[src/rtl/mm_ss_timer_counter.sv]
// mm_ss_timer_counter
// Four-digit BCD MM:SS counter at the heart of the stopwatch/countdown timer.
// Counts up or down on a 1 Hz tick, supports run/pause, preset loading with
// digit clamping, and signals expiry with a one-cycle done pulse.

module mm_ss_timer_counter (
    input  logic       clk,
    input  logic       reset,
    input  logic       tick,
    input  logic       mode,
    input  logic       start,
    input  logic       load,
    input  logic [7:0] preset_min,
    input  logic [7:0] preset_sec,
    output logic [7:0] min_bcd,
    output logic [7:0] sec_bcd,
    output logic       running,
    output logic       done
);

    typedef enum logic [1:0] {
        IDLE    = 2'd0,
        RUN     = 2'd1,
        PAUSE   = 2'd2,
        EXPIRED = 2'd3
    } state_t;

    state_t     state;
    logic       mode_q;

    // Digit registers: seconds units/tens, minutes units/tens
    logic [3:0] su;
    logic [3:0] st;
    logic [3:0] mu;
    logic [3:0] mt;

    // Clamped preset digits
    logic [3:0] ld_su;
    logic [3:0] ld_st;
    logic [3:0] ld_mu;
    logic [3:0] ld_mt;

    // Incremented digits and carries
    logic [3:0] up_su;
    logic [3:0] up_st;
    logic [3:0] up_mu;
    logic [3:0] up_mt;
    logic       up_c0;
    logic       up_c1;
    logic       up_c2;

    // Decremented digits and borrows
    logic [4:0] su_d;
    logic [4:0] st_d;
    logic [4:0] mu_d;
    logic [4:0] mt_d;
    logic [3:0] dn_su;
    logic [3:0] dn_st;
    logic [3:0] dn_mu;
    logic [3:0] dn_mt;
    logic       dn_b0;
    logic       dn_b1;
    logic       dn_b2;

    // Terminal-value flags for current and next values
    logic       at_max;
    logic       at_zero;
    logic       up_hits_max;
    logic       dn_hits_zero;

    // Digit minus one as x + ~1 + 1; bit 4 is the carry-out, 0 means borrow.
    function automatic logic [4:0] dec_digit(input logic [3:0] x);
        logic [4:0] sum;
        sum = {1'b0, x} + {1'b0, ~4'd1} + 5'd1;
        return sum;
    endfunction

    // Preset digits limited to legal BCD ranges before they reach the counter
    always_comb begin
        ld_su = (preset_sec[3:0] > 4'd9) ? 4'd9 : preset_sec[3:0];
        ld_st = (preset_sec[7:4] > 4'd5) ? 4'd5 : preset_sec[7:4];
        ld_mu = (preset_min[3:0] > 4'd9) ? 4'd9 : preset_min[3:0];
        ld_mt = (preset_min[7:4] > 4'd9) ? 4'd9 : preset_min[7:4];
    end

    // Up-count ripple: each digit advances only when every lower digit wraps
    always_comb begin
        up_c0 = (su == 4'd9);
        up_su = up_c0 ? 4'd0 : su + 4'd1;

        up_c1 = up_c0 && (st == 4'd5);
        if (up_c0) begin
            up_st = (st == 4'd5) ? 4'd0 : st + 4'd1;
        end else begin
            up_st = st;
        end

        up_c2 = up_c1 && (mu == 4'd9);
        if (up_c1) begin
            up_mu = (mu == 4'd9) ? 4'd0 : mu + 4'd1;
        end else begin
            up_mu = mu;
        end

        if (up_c2) begin
            up_mt = (mt == 4'd9) ? mt : mt + 4'd1;
        end else begin
            up_mt = mt;
        end
    end

    // Down-count ripple: a borrowing digit reloads its maximum and the borrow
    // moves on to the next digit only while the lower digit borrowed
    always_comb begin
        su_d  = dec_digit(su);
        st_d  = dec_digit(st);
        mu_d  = dec_digit(mu);
        mt_d  = dec_digit(mt);

        dn_b0 = ~su_d[4];
        dn_su = dn_b0 ? 4'd9 : su_d[3:0];

        dn_b1 = dn_b0 & ~st_d[4];
        if (dn_b0) begin
            dn_st = (~st_d[4]) ? 4'd5 : st_d[3:0];
        end else begin
            dn_st = st;
        end

        dn_b2 = dn_b1 & ~mu_d[4];
        if (dn_b1) begin
            dn_mu = (~mu_d[4]) ? 4'd9 : mu_d[3:0];
        end else begin
            dn_mu = mu;
        end

        if (dn_b2 && mt_d[4]) begin
            dn_mt = mt_d[3:0];
        end else begin
            dn_mt = mt;
        end
    end

    // Detect the terminal values 99:59 and 00:00, now and after one step
    always_comb begin
        at_max       = ({mt, mu, st, su} == 16'h9959);
        at_zero      = ({mt, mu, st, su} == 16'h0000);
        up_hits_max  = ({up_mt, up_mu, up_st, up_su} == 16'h9959);
        dn_hits_zero = ({dn_mt, dn_mu, dn_st, dn_su} == 16'h0000);
    end

    // Control FSM together with the digit registers and the done pulse
    always_ff @(posedge clk) begin
        if (reset) begin
            state  <= IDLE;
            mode_q <= 1'b0;
            su     <= 4'd0;
            st     <= 4'd0;
            mu     <= 4'd0;
            mt     <= 4'd0;
            done   <= 1'b0;
        end else begin
            done <= 1'b0;
            if (load && (state != RUN)) begin
                su    <= ld_su;
                st    <= ld_st;
                mu    <= ld_mu;
                mt    <= ld_mt;
                state <= IDLE;
            end else begin
                case (state)
                    IDLE: begin
                        if (start && !(mode && at_zero)) begin
                            state  <= RUN;
                            mode_q <= mode;
                        end
                    end
                    PAUSE: begin
                        if (start) begin
                            state <= RUN;
                        end
                    end
                    RUN: begin
                        if (tick) begin
                            if (!mode_q) begin
                                if (at_max) begin
                                    state <= EXPIRED;
                                    done  <= 1'b1;
                                end else begin
                                    su <= up_su;
                                    st <= up_st;
                                    mu <= up_mu;
                                    mt <= up_mt;
                                    if (up_hits_max) begin
                                        state <= EXPIRED;
                                        done  <= 1'b1;
                                    end else if (start) begin
                                        state <= PAUSE;
                                    end
                                end
                            end else begin
                                if (at_zero) begin
                                    state <= EXPIRED;
                                    done  <= 1'b1;
                                end else begin
                                    su <= dn_su;
                                    st <= dn_st;
                                    mu <= dn_mu;
                                    mt <= dn_mt;
                                    if (dn_hits_zero) begin
                                        state <= EXPIRED;
                                        done  <= 1'b1;
                                    end else if (start) begin
                                        state <= PAUSE;
                                    end
                                end
                            end
                        end else if (start) begin
                            state <= PAUSE;
                        end
                    end
                    EXPIRED: begin
                        state <= EXPIRED;
                    end
                    default: begin
                        state <= IDLE;
                    end
                endcase
            end
        end
    end

    assign min_bcd = {mt, mu};
    assign sec_bcd = {st, su};
    assign running = (state == RUN);

endmodule

[config.mk]
export PLATFORM = sky130hd
export DESIGN_NAME = mm_ss_timer_counter
export DESIGN_NICKNAME = d
export VERILOG_FILES = /design/src/rtl/mm_ss_timer_counter.sv
export SDC_FILE = /design/constraint.sdc
export NUM_CORES = 1
export LEC_CHECK = 0
export ABC_AREA = 0
export CORE_MARGIN = 4
export CORE_UTILIZATION = 55
export DETAILED_ROUTE_END_ITERATION = 12
export GPL_TIMING_DRIVEN = 0
export PLACE_DENSITY = 0.93
export SETUP_SLACK_MARGIN = 0.3
export SLEW_MARGIN = 25
export SYNTH_ARGS = -nofsm -noshare
export SYNTH_HDL_FRONTEND = slang
export SYNTH_SLANG_ARGS = --single-unit
[constraint.sdc]
create_clock -name clk -period 3.75 [get_ports clk]
set_input_delay 0.75 -clock clk [delete_from_list [all_inputs] [get_ports clk]]
set_output_delay 0.75 -clock clk [all_outputs]
set_load 0.03 [all_outputs]
## Word level (Yosys, flattened, before mapping)

Cells that the tools add are included.

| operators by class | value |
|---|---|
| reductions and logical operators | 17 |
| muxes and demuxes | 56 |
| bitwise logic cells | 8 |
| $lt $le $gt $ge | 4 |
| $add $sub $neg | 12 |
| eq/ne operators | 14 |

Operators by type and width:

| operator | count |
|---|---|
| $mux W4 | 41 |
| $eq A16 B16 Y1 const B | 2 |
| $logic_not A16 Y1 | 2 |
| $add A4 B4 Y5 const B | 4 |
| $add A5 B1 Y5 const B | 4 |
| $mux W2 | 9 |
| $add A4 B1 Y4 const B | 4 |
| $eq A4 B4 Y1 const B | 3 |
| $gt A4 B4 Y1 const B | 3 |
| $pmux W2 S4 | 1 |
| $logic_and A1 B1 Y1 | 6 |
| $ne A3 B2 Y1 const B | 2 |
| $not A1 Y1 | 6 |
| $mux W1 | 5 |
| $eq A2 B2 Y1 const B | 2 |
| $eq A4 B3 Y1 const B | 1 |
| $gt A4 B3 Y1 const B | 1 |
| $ne A2 B2 Y1 const B | 2 |
| $reduce_and A4 Y1 | 1 |
| $reduce_bool A2 Y1 | 2 |
| $reduce_or A4 Y1 | 1 |
| $reduce_and A3 Y1 | 1 |
| $and A1 B1 Y1 | 2 |
| $eq A2 B1 Y1 const B | 1 |
| 5 further kinds | 5 |

| word-level totals | value |
|---|---|
| output and inout bits | 18 |
| logic and storage cells | 118 |
| bits of input ports | 22 |
| register bits | 20 |

## Longest topological paths before layout

| depth | value |
|---|---|
| word-level depth | 13 |
| depth in mapped cells | 10 |

## Worst setup path before layout

OpenSTA, ideal clock, no wires.

| timing | value |
|---|---|
| path type | register to register |
| from | register st[1] |
| to | register su[3] |
| arrival | 2.277 ns |
| setup time | 0.076 ns |
| data required time | 3.674 ns |
| slack | 1.397 ns |
| path buffers | 2 |
| cell stages (with the launch flop) | 11 |
| clock period less this slack | 2.353 ns |
| cells stage by stage | dfxtp_1 -> inv_1 -> ha_1 -> and3b_1 -> buf_2 -> a41oi_2 -> o211ai_2 -> buf_6 -> a211oi_1 -> a21oi_1 -> o22ai_1 |

| on the way | value |
|---|---|
| word-level cells in the longest chain between the ends | 3 |

Ends and longest elaborated chain:

| item | RTL line | source |
|---|---|---|
| start, declared | 33 | `logic [3:0] st;` |
| start signal, assigned | 166 | `st <= ld_st;` |
| start signal, assigned | 191 | `st <= up_st;` |
| start signal, assigned | 207 | `st <= dn_st;` |
| $eq A16 B16 Y1 or $logic_not A16 Y1 (tied branches) | 146, 147 |  |
| $ne A3 B2 Y1 (no source line) | n/a |  |
| $reduce_and A4 Y1 (no source line) * | n/a |  |
| end signal, assigned | 165 | `su <= ld_su;` |
| end signal, assigned | 190 | `su <= up_su;` |
| end signal, assigned | 206 | `su <= dn_su;` |
| end, declared | 32 | `logic [3:0] su;` |

Every way passes the cells marked *; elsewhere a longest branch is shown, timed or not.
A chain may end at the register's enable or synchronous reset.

## Worst setup path after layout

| timing | value |
|---|---|
| from | register su[0] |
| to | register su[0] |

| on the way | value |
|---|---|
| word-level cells in the longest chain between the ends | 8 |

Ends and longest elaborated chain:

| item | RTL line | source |
|---|---|---|
| $add A4 B4 Y5 | 74 | `sum = {1'b0, x} + {1'b0, ~4'd1} + 5'd1;` |
| $add A5 B1 Y5 | 74 |  |
| $mux W4 | 121 | `dn_su = dn_b0 ? 4'd9 : su_d[3:0];` |
| $mux W4 | 202 | `if (at_zero) begin` |
| $mux W4 | 185 | `if (!mode_q) begin` |
| $mux W4 | 184 | `if (tick) begin` |
| $mux W4 | 171 | `case (state)` |
| $mux W4 | 164 | `if (load && (state != RUN)) begin` |

Several ways; a longest one is shown, not always the timed one. The select of a mux whose other input is x is not followed.

==> impl_metrics.env <==
export IMPL_grt_max_degree=13
export IMPL_fp_dieW_um=73.66
export IMPL_synth_edff_count=0
export IMPL_synth_seq_area_share_pct=16.89
export IMPL_worstPathCellList="inv_1, ha_1, nor3b_2, a41oi_1, o211ai_2, buf_2, o221ai_1, o311a_1"
export IMPL_drc_errors=0
export IMPL_worst_setup_path_start_kind="register"
export IMPL_slew_headroom_pct=46.60
export IMPL_drive_gt1_share_pct=11.05
export IMPL_antenna_found_initial=0
export IMPL_hold_viol=0
export IMPL_path_max_fanout=10
export IMPL_track_usage_pct=28.91
export IMPL_antenna_cells=0
export IMPL_finalClockSkew_ns=0.006055
export IMPL_syn_area_per_cell_um2=7.648
export IMPL_core_area_um2=4086
export IMPL_dieArea_um2=5425
export IMPL_fin_crit_ns=2.857
export IMPL_timing_final_crit_share_pct=76.19
export IMPL_tritoncts="yes"
export IMPL_cp_arrival_ns=3.02
export IMPL_required_ns=3.91
export IMPL_grt_overflow_total=0
export IMPL_drv_slew=0
export IMPL_firstDrtPassIters=5
export IMPL_grt_first_pass_wirelength_um=12140
export IMPL_final_antenna_net_count=0
export IMPL_layout_commonest_cell="clkdlybuf4s50_1"
export IMPL_cts_buffer_depth=2
export IMPL_routed_wl_um=7762
export IMPL_post_cts_buffers=0
export IMPL_use_met3_pct=5.335
export IMPL_yosysWarnings=0
export IMPL_tns_ns=0
export IMPL_outcome="completed"
export IMPL_gr_usage_met1_pct=38.32
export IMPL_swShare_pct=39.27
export IMPL_use_met2_pct=44.69
export IMPL_clkTransAtPathRegs_ns=0.09
export IMPL_power_density_nw_per_um2=302.1
export IMPL_final_nets=393
export IMPL_setup_violations=0
export IMPL_peakVddDrop_v=0.0002232
export IMPL_syn_area_um2=2371
export IMPL_r2r_setup_slack_ns=0.89
export IMPL_clock_sinks=20
export IMPL_max_freq_mhz=350.0
export IMPL_synth_nets=349
export IMPL_dpl_hpwl_um=5697
export IMPL_crit_path_top_delay_cell="o211ai_2"
export IMPL_p_leak_uw=0.001104
export IMPL_start_util_pct=58.02
export IMPL_worst_pin_slew_ns=0.7994
export IMPL_cp_slowest_stage_delay_ns=0.56
export IMPL_numPortBuffers=39
export IMPL_area_growth_pct=22.11
export IMPL_numCtsBuffers=3
export IMPL_io_pins=40
export IMPL_rsz0062_at_grt="no"
export IMPL_pwr_share_clk_pct=26.0
export IMPL_nFillCells=342
export IMPL_setup_slack_ns=0.8929
export IMPL_post_cts_resized=0
export IMPL_drt_iter0_drc=320
export IMPL_hold_path_class="reg2reg"
export IMPL_gp_congestion=0.9839
export IMPL_cts_root_buf="clkbuf_8"
export IMPL_rows=23
export IMPL_clk_latency_ns=0.27
export IMPL_crit_path_end_kind="register"
export IMPL_grt_pass1_vias=2517
export IMPL_layout_common_cells="39 x clkdlybuf4s50_1, 27 x nor2_1, 25 x a21oi_1"
export IMPL_power_frac_seq_pct=29.0
export IMPL_vias=2740
export IMPL_power_internal_uw=531.2
export IMPL_synthCells=310
export IMPL_cts_hold_buf=0
export IMPL_synth_ff_type="dfxtp_1"
export IMPL_maxCapViolCount=0
export IMPL_wl_per_cell_um=19.26
export IMPL_viasPerCell=6.799
export IMPL_synth_async_reset_ratio_pct=0
export IMPL_crit_type="reg2reg"
export IMPL_die_h_um=73.66
export IMPL_place_ws_ns=1.008
export IMPL_top_usage_layer="met2"
export IMPL_synth_seq_cells=20
export IMPL_comb_power_share_pct=45.0
export IMPL_htree_levels=1
export IMPL_power_switching_uw=343.5
export IMPL_yosysUniqueCellTypes=67
==> cell type report <==
cell class              count  area (µm²)  area share, %
flip-flops and latches     20       400.4          13.83
well taps                  50       62.56          2.161
clock buffers               3       41.29          1.426
multi-input cells         251        1787          61.71
plain buffers              23       123.9          4.278
repair buffers             39       390.4          13.48
clock inverters             1       30.03          1.037
inverters                  16       60.06          2.074
==> cells by family after synthesis <==
| family | Yosys count | share of synthesized area (%) |
|---|---|---|
| simple gates | 132 | 34.09 |
| compound gates | 91 | 27.28 |
| buf+inv | 39 | 7.757 |
| flops | 20 | 16.89 |
| fa+ha+maj | 17 | 8.971 |
| mux | 6 | 3.166 |
| xor+xnor | 5 | 1.847 |
==> power by group through the flow <==
stage	logic [µW]	registers (µW)	clock network (µW)
after floorplan	234	279	0
after global placement	372	257	0
after detailed placement	381	257	0
after CTS	384	253	227
after global routing	422	255	237
final	394	253	227
==> layer usage <==
layer | up-vias | share of wire (%)
li1 | 1258 | -
met2 | 158 | 46
met5 | - | 0
met4 | 0 | 3.6
met3 | 24 | 9.2
met1 | 1300 | 41
==> synth_stat cells (4+ instances only) <==
cell	instances	share of area (%)
nor2b_1	6	1.6
a21oi_1	25	5.3
nand4_1	9	2.4
nor4_1	5	1.3
nand2b_1	4	1.1
nor3_1	15	3.2
and3b_1	5	1.8
buf_2	9	1.9
a211o_1	4	1.5
o211ai_1	4	1.3
nor2_1	27	4.3
a31oi_1	4	1.1
nand2_1	15	2.4
or3_1	5	1.3
nand3_1	10	2.1
xnor2_1	4	1.5
ha_1	17	9.0
dfxtp_1	20	17
clkbuf_1	9	1.4
o21ai_0	12	2.5
inv_1	15	2.4
a211oi_1	14	4.4
==> per-stage QoR <==
| stage | area, µm² | cells | power [µW] | hold slack [ns] | util [%] |
|---|---|---|---|---|---|
| after CTS | 2895 | 403 | 863.0 | 0.6133 | 70.85 |
| after floorplan | 2371 | 310 | 512.7 | 0.5512 | - |
| final | 2895 | 403 | 874.8 | 0.6060 | 70.85 |
| after global placement | 2824 | 399 | 629.6 | 0.5811 | 69.11 |
| after detailed placement | 2824 | 399 | 638.1 | 0.5933 | 69.11 |
| after global routing | 2895 | 403 | 913.7 | 0.6521 | 70.85 |
==> state kept, by name, summed over array words and instances (netlist names) <==
signal / cells
mu: 4
st: 4
mt: 4
su: 4
mode_q: 1
state: 2
done: 1
==> path summary, 6_finish.rpt <==
kind | start | endpoint | cells after the start
setup reg to reg | su[0]$_SDFFE_PP0P_ | su[0]$_SDFFE_PP0P_ | 8
hold / removal | state[0]$_SDFFE_PP0P_ | state[0]$_SDFFE_PP0P_ | 2
setup / recovery | su[0]$_SDFFE_PP0P_ | su[0]$_SDFFE_PP0P_ | 8
hold reg to reg | state[0]$_SDFFE_PP0P_ | state[0]$_SDFFE_PP0P_ | 2
==> critical path, delay by kind of cell (launching register included) <==
| kind | cells | cell delay [ns] |
|---|---|---|
| AOI/OAI and AO/OA | 4 | 1.16 |
| adders and majority gates | 1 | 0.32 |
| buffers and inverters | 2 | 0.52 |
| DFF | 1 | 0.39 |
| and+or+nand+nor | 1 | 0.37 |
(Power assumes the default switching activity.)
==> edit (config.mk and constraints unchanged) <==
Reset style: asynchronous (`reset`), changed in one clocked block.
--- a/src/rtl/mm_ss_timer_counter.sv
+++ b/src/rtl/mm_ss_timer_counter.sv
@@ -150,7 +150,7 @@
     end
 
     // Control FSM together with the digit registers and the done pulse
-    always_ff @(posedge clk) begin
+    always_ff @(posedge clk or posedge reset) begin
         if (reset) begin
             state  <= IDLE;
             mode_q <= 1'b0;
Behaviour: differs if reset is asserted again (counterexample within 4 cycles, from zero or initial values and one cycle with reset high); with reset held inactive, the same outputs for 4 cycles.
==> edit against the unedited design <==
Synthesized area down 4.6%; cell area down 4.8%; worst setup slack worse by 0.29 ns; routed wire length down 17%; cell count down 6.2%; sequential cell count unchanged.
Power is not compared: it rests on default switching activity, and its combinational part moved more than twofold at a synthesized area within 25%.
==> edit: results (changes against the unedited design) <==
* Status: complete, no violations
* Most common library cells after synthesis: nor2_1, nand2_1, a21oi_1
* Vias per Instance at 6.29 (-7.4%)
* Worst-path fanout max at 10 (unchanged)
* P_leak at 1.11 nW
* Post-DP HPWL at 4.82 mm (-15%)
* # resized after CTS at 0 (unchanged)
* Crit path DAT at 3.31 ns (+0.29 ns)
* Ys async rst share at 100% (+100 points)
* Least-Margin Pin Slew at 0.853 ns (+0.0540 ns)
* Total Nets Final at 367 (-6.6%)
* Placer Congestion at 0.928 (-5.7%)
* Number of global-route vias before repair at 2168 (-14%)
* Worst IR Drop VDD at 0.000520 V
* Max H-tree Level at 1 (unchanged)
* Share of the yosys chip area belonging to registers at 22.1% (+5.2 points)
* Clock root cell: clkbuf_8
* Share of post-route cells with drive strength above 1 at 7.01% (-4.0 points)
* Routed length per instance at 17.0 um (-12%)
* Synth warn at 0 (unchanged)
* Largest net degree at the start of global routing at 21 (+8)
* Ranking of synthesized cells by area: dfrtp_1, ha_1, a21oi_1
* Post-CTS setup buffers at 0 (unchanged)
* Worst-path clk slew at 0.08 ns
* Clock Skew at 0.00623 ns (+0.000171 ns)
* N_diodes at 0 (unchanged)
* Top_reg_cell synth: dfrtp_1
* Cts bufs inserted at 3 (unchanged)
* Synth Net Count at 323 (-7.4%)
* Global-route wire length before repair at 10.4 mm (-14%)
* DRC marker count from the first detailed-route iteration at 302 (-5.6%)
* CTS Buffer Depth at 2 (unchanged)
* Skew-Pair Late Insertion Delay at 0.27 ns (about the same)
* Worst hold path class: register to register
* Netlist cell types at 62 (-7.5%)
* Initial antenna violation count at 0 (unchanged)
* Tot GR Track Use at 25.1% (-3.8 points)
edit: cell count changes after synthesis, moves of 4 or more:
cell      unedited run  this run
o211ai_1             4         9
or3_1                5         0
a211oi_1            14         3
clkbuf_1             9        14
nand4_1              9         5
dfrtp_1              0        20
nand2_1             15        22
a21oi_1             25        21
dfxtp_1             20         0
o21ai_1              3         8
nor3_1              15         8
edit: power by group:
group | total, mW | switching (mW) | internal, mW
registers | 0.442 | 0.136 | 0.306
logic | 1.64 | 0.988 | 0.648
clock network | 0.149 | 0.0775 | 0.0719
edit: logic make-up after synthesis:
kind of cell / count (synthesis) / share of synthesized area (%)
multiplexers: 9 / 4.65
AO/OA/AOI/OAI: 87 / 26.8
AND/OR/NAND/NOR: 108 / 27.3
XOR/XNOR: 9 / 3.49
adder cells (fa/ha/maj): 15 / 8.30
buffers and inverters: 38 / 7.30
flip-flops: 20 / 22.1
edit: stage by stage:
stage	worst slack, ns	instances	power (mW)	util (%)	cell area (um^2)
2_1_floorplan	1.17	286	1.57	-	2260
3_3_place_gp	0.696	375	2.03	67.8	2710
3_5_place_dp	0.719	375	2.05	67.8	2710
4_1_cts	0.688	378	2.20	68.9	2760
5_1_grt	0.478	378	2.39	68.9	2760
6_report	0.598	378	2.23	68.9	2760
edit: layout make-up:
type | count | area, um^2
Buffer | 22 | 105
Clock buffer | 3 | 41.3
Fill cell | 301 | 1240
Inverter | 16 | 60.1
Multi-Input combinational cell | 228 | 1600
Sequential cell | 20 | 500
Tap cell | 50 | 62.6
Timing Repair Buffer | 39 | 390
edit: worst max-delay path, stage by stage (launching register included):
cell      delay (ns)
dfrtp_1         0.48
inv_1           0.21
ha_1            0.28
nor3b_1         0.62
a41oi_1         0.24
o211ai_1        0.56
buf_2           0.38
a21oi_1         0.07
a31o_1          0.19
edit: final timing paths:
| kind | start | slack, ns | cells after the start | endpoint |
|---|---|---|---|---|
| setup / recovery | mu[1] | 0.60 | 8 | st[3] |
| hold / removal | state[0] | 0.62 | 2 | done |
| setup reg to reg | mu[1] | 0.60 | 8 | st[3] |
| hold reg to reg | state[0] | 0.62 | 2 | done |
| max in group asynchronous | reset | 2.27 | 2 | mt[3] |
| min in group asynchronous | reset | 0.95 | 2 | st[1] |
edit: per-layer routing:
metal  routed length (um)  global-route usage [%]
met2                 3050                    40.0
met5                    0                       0
met4                  127                    10.0
met3                  456                    4.43
met1                 2800                    33.5
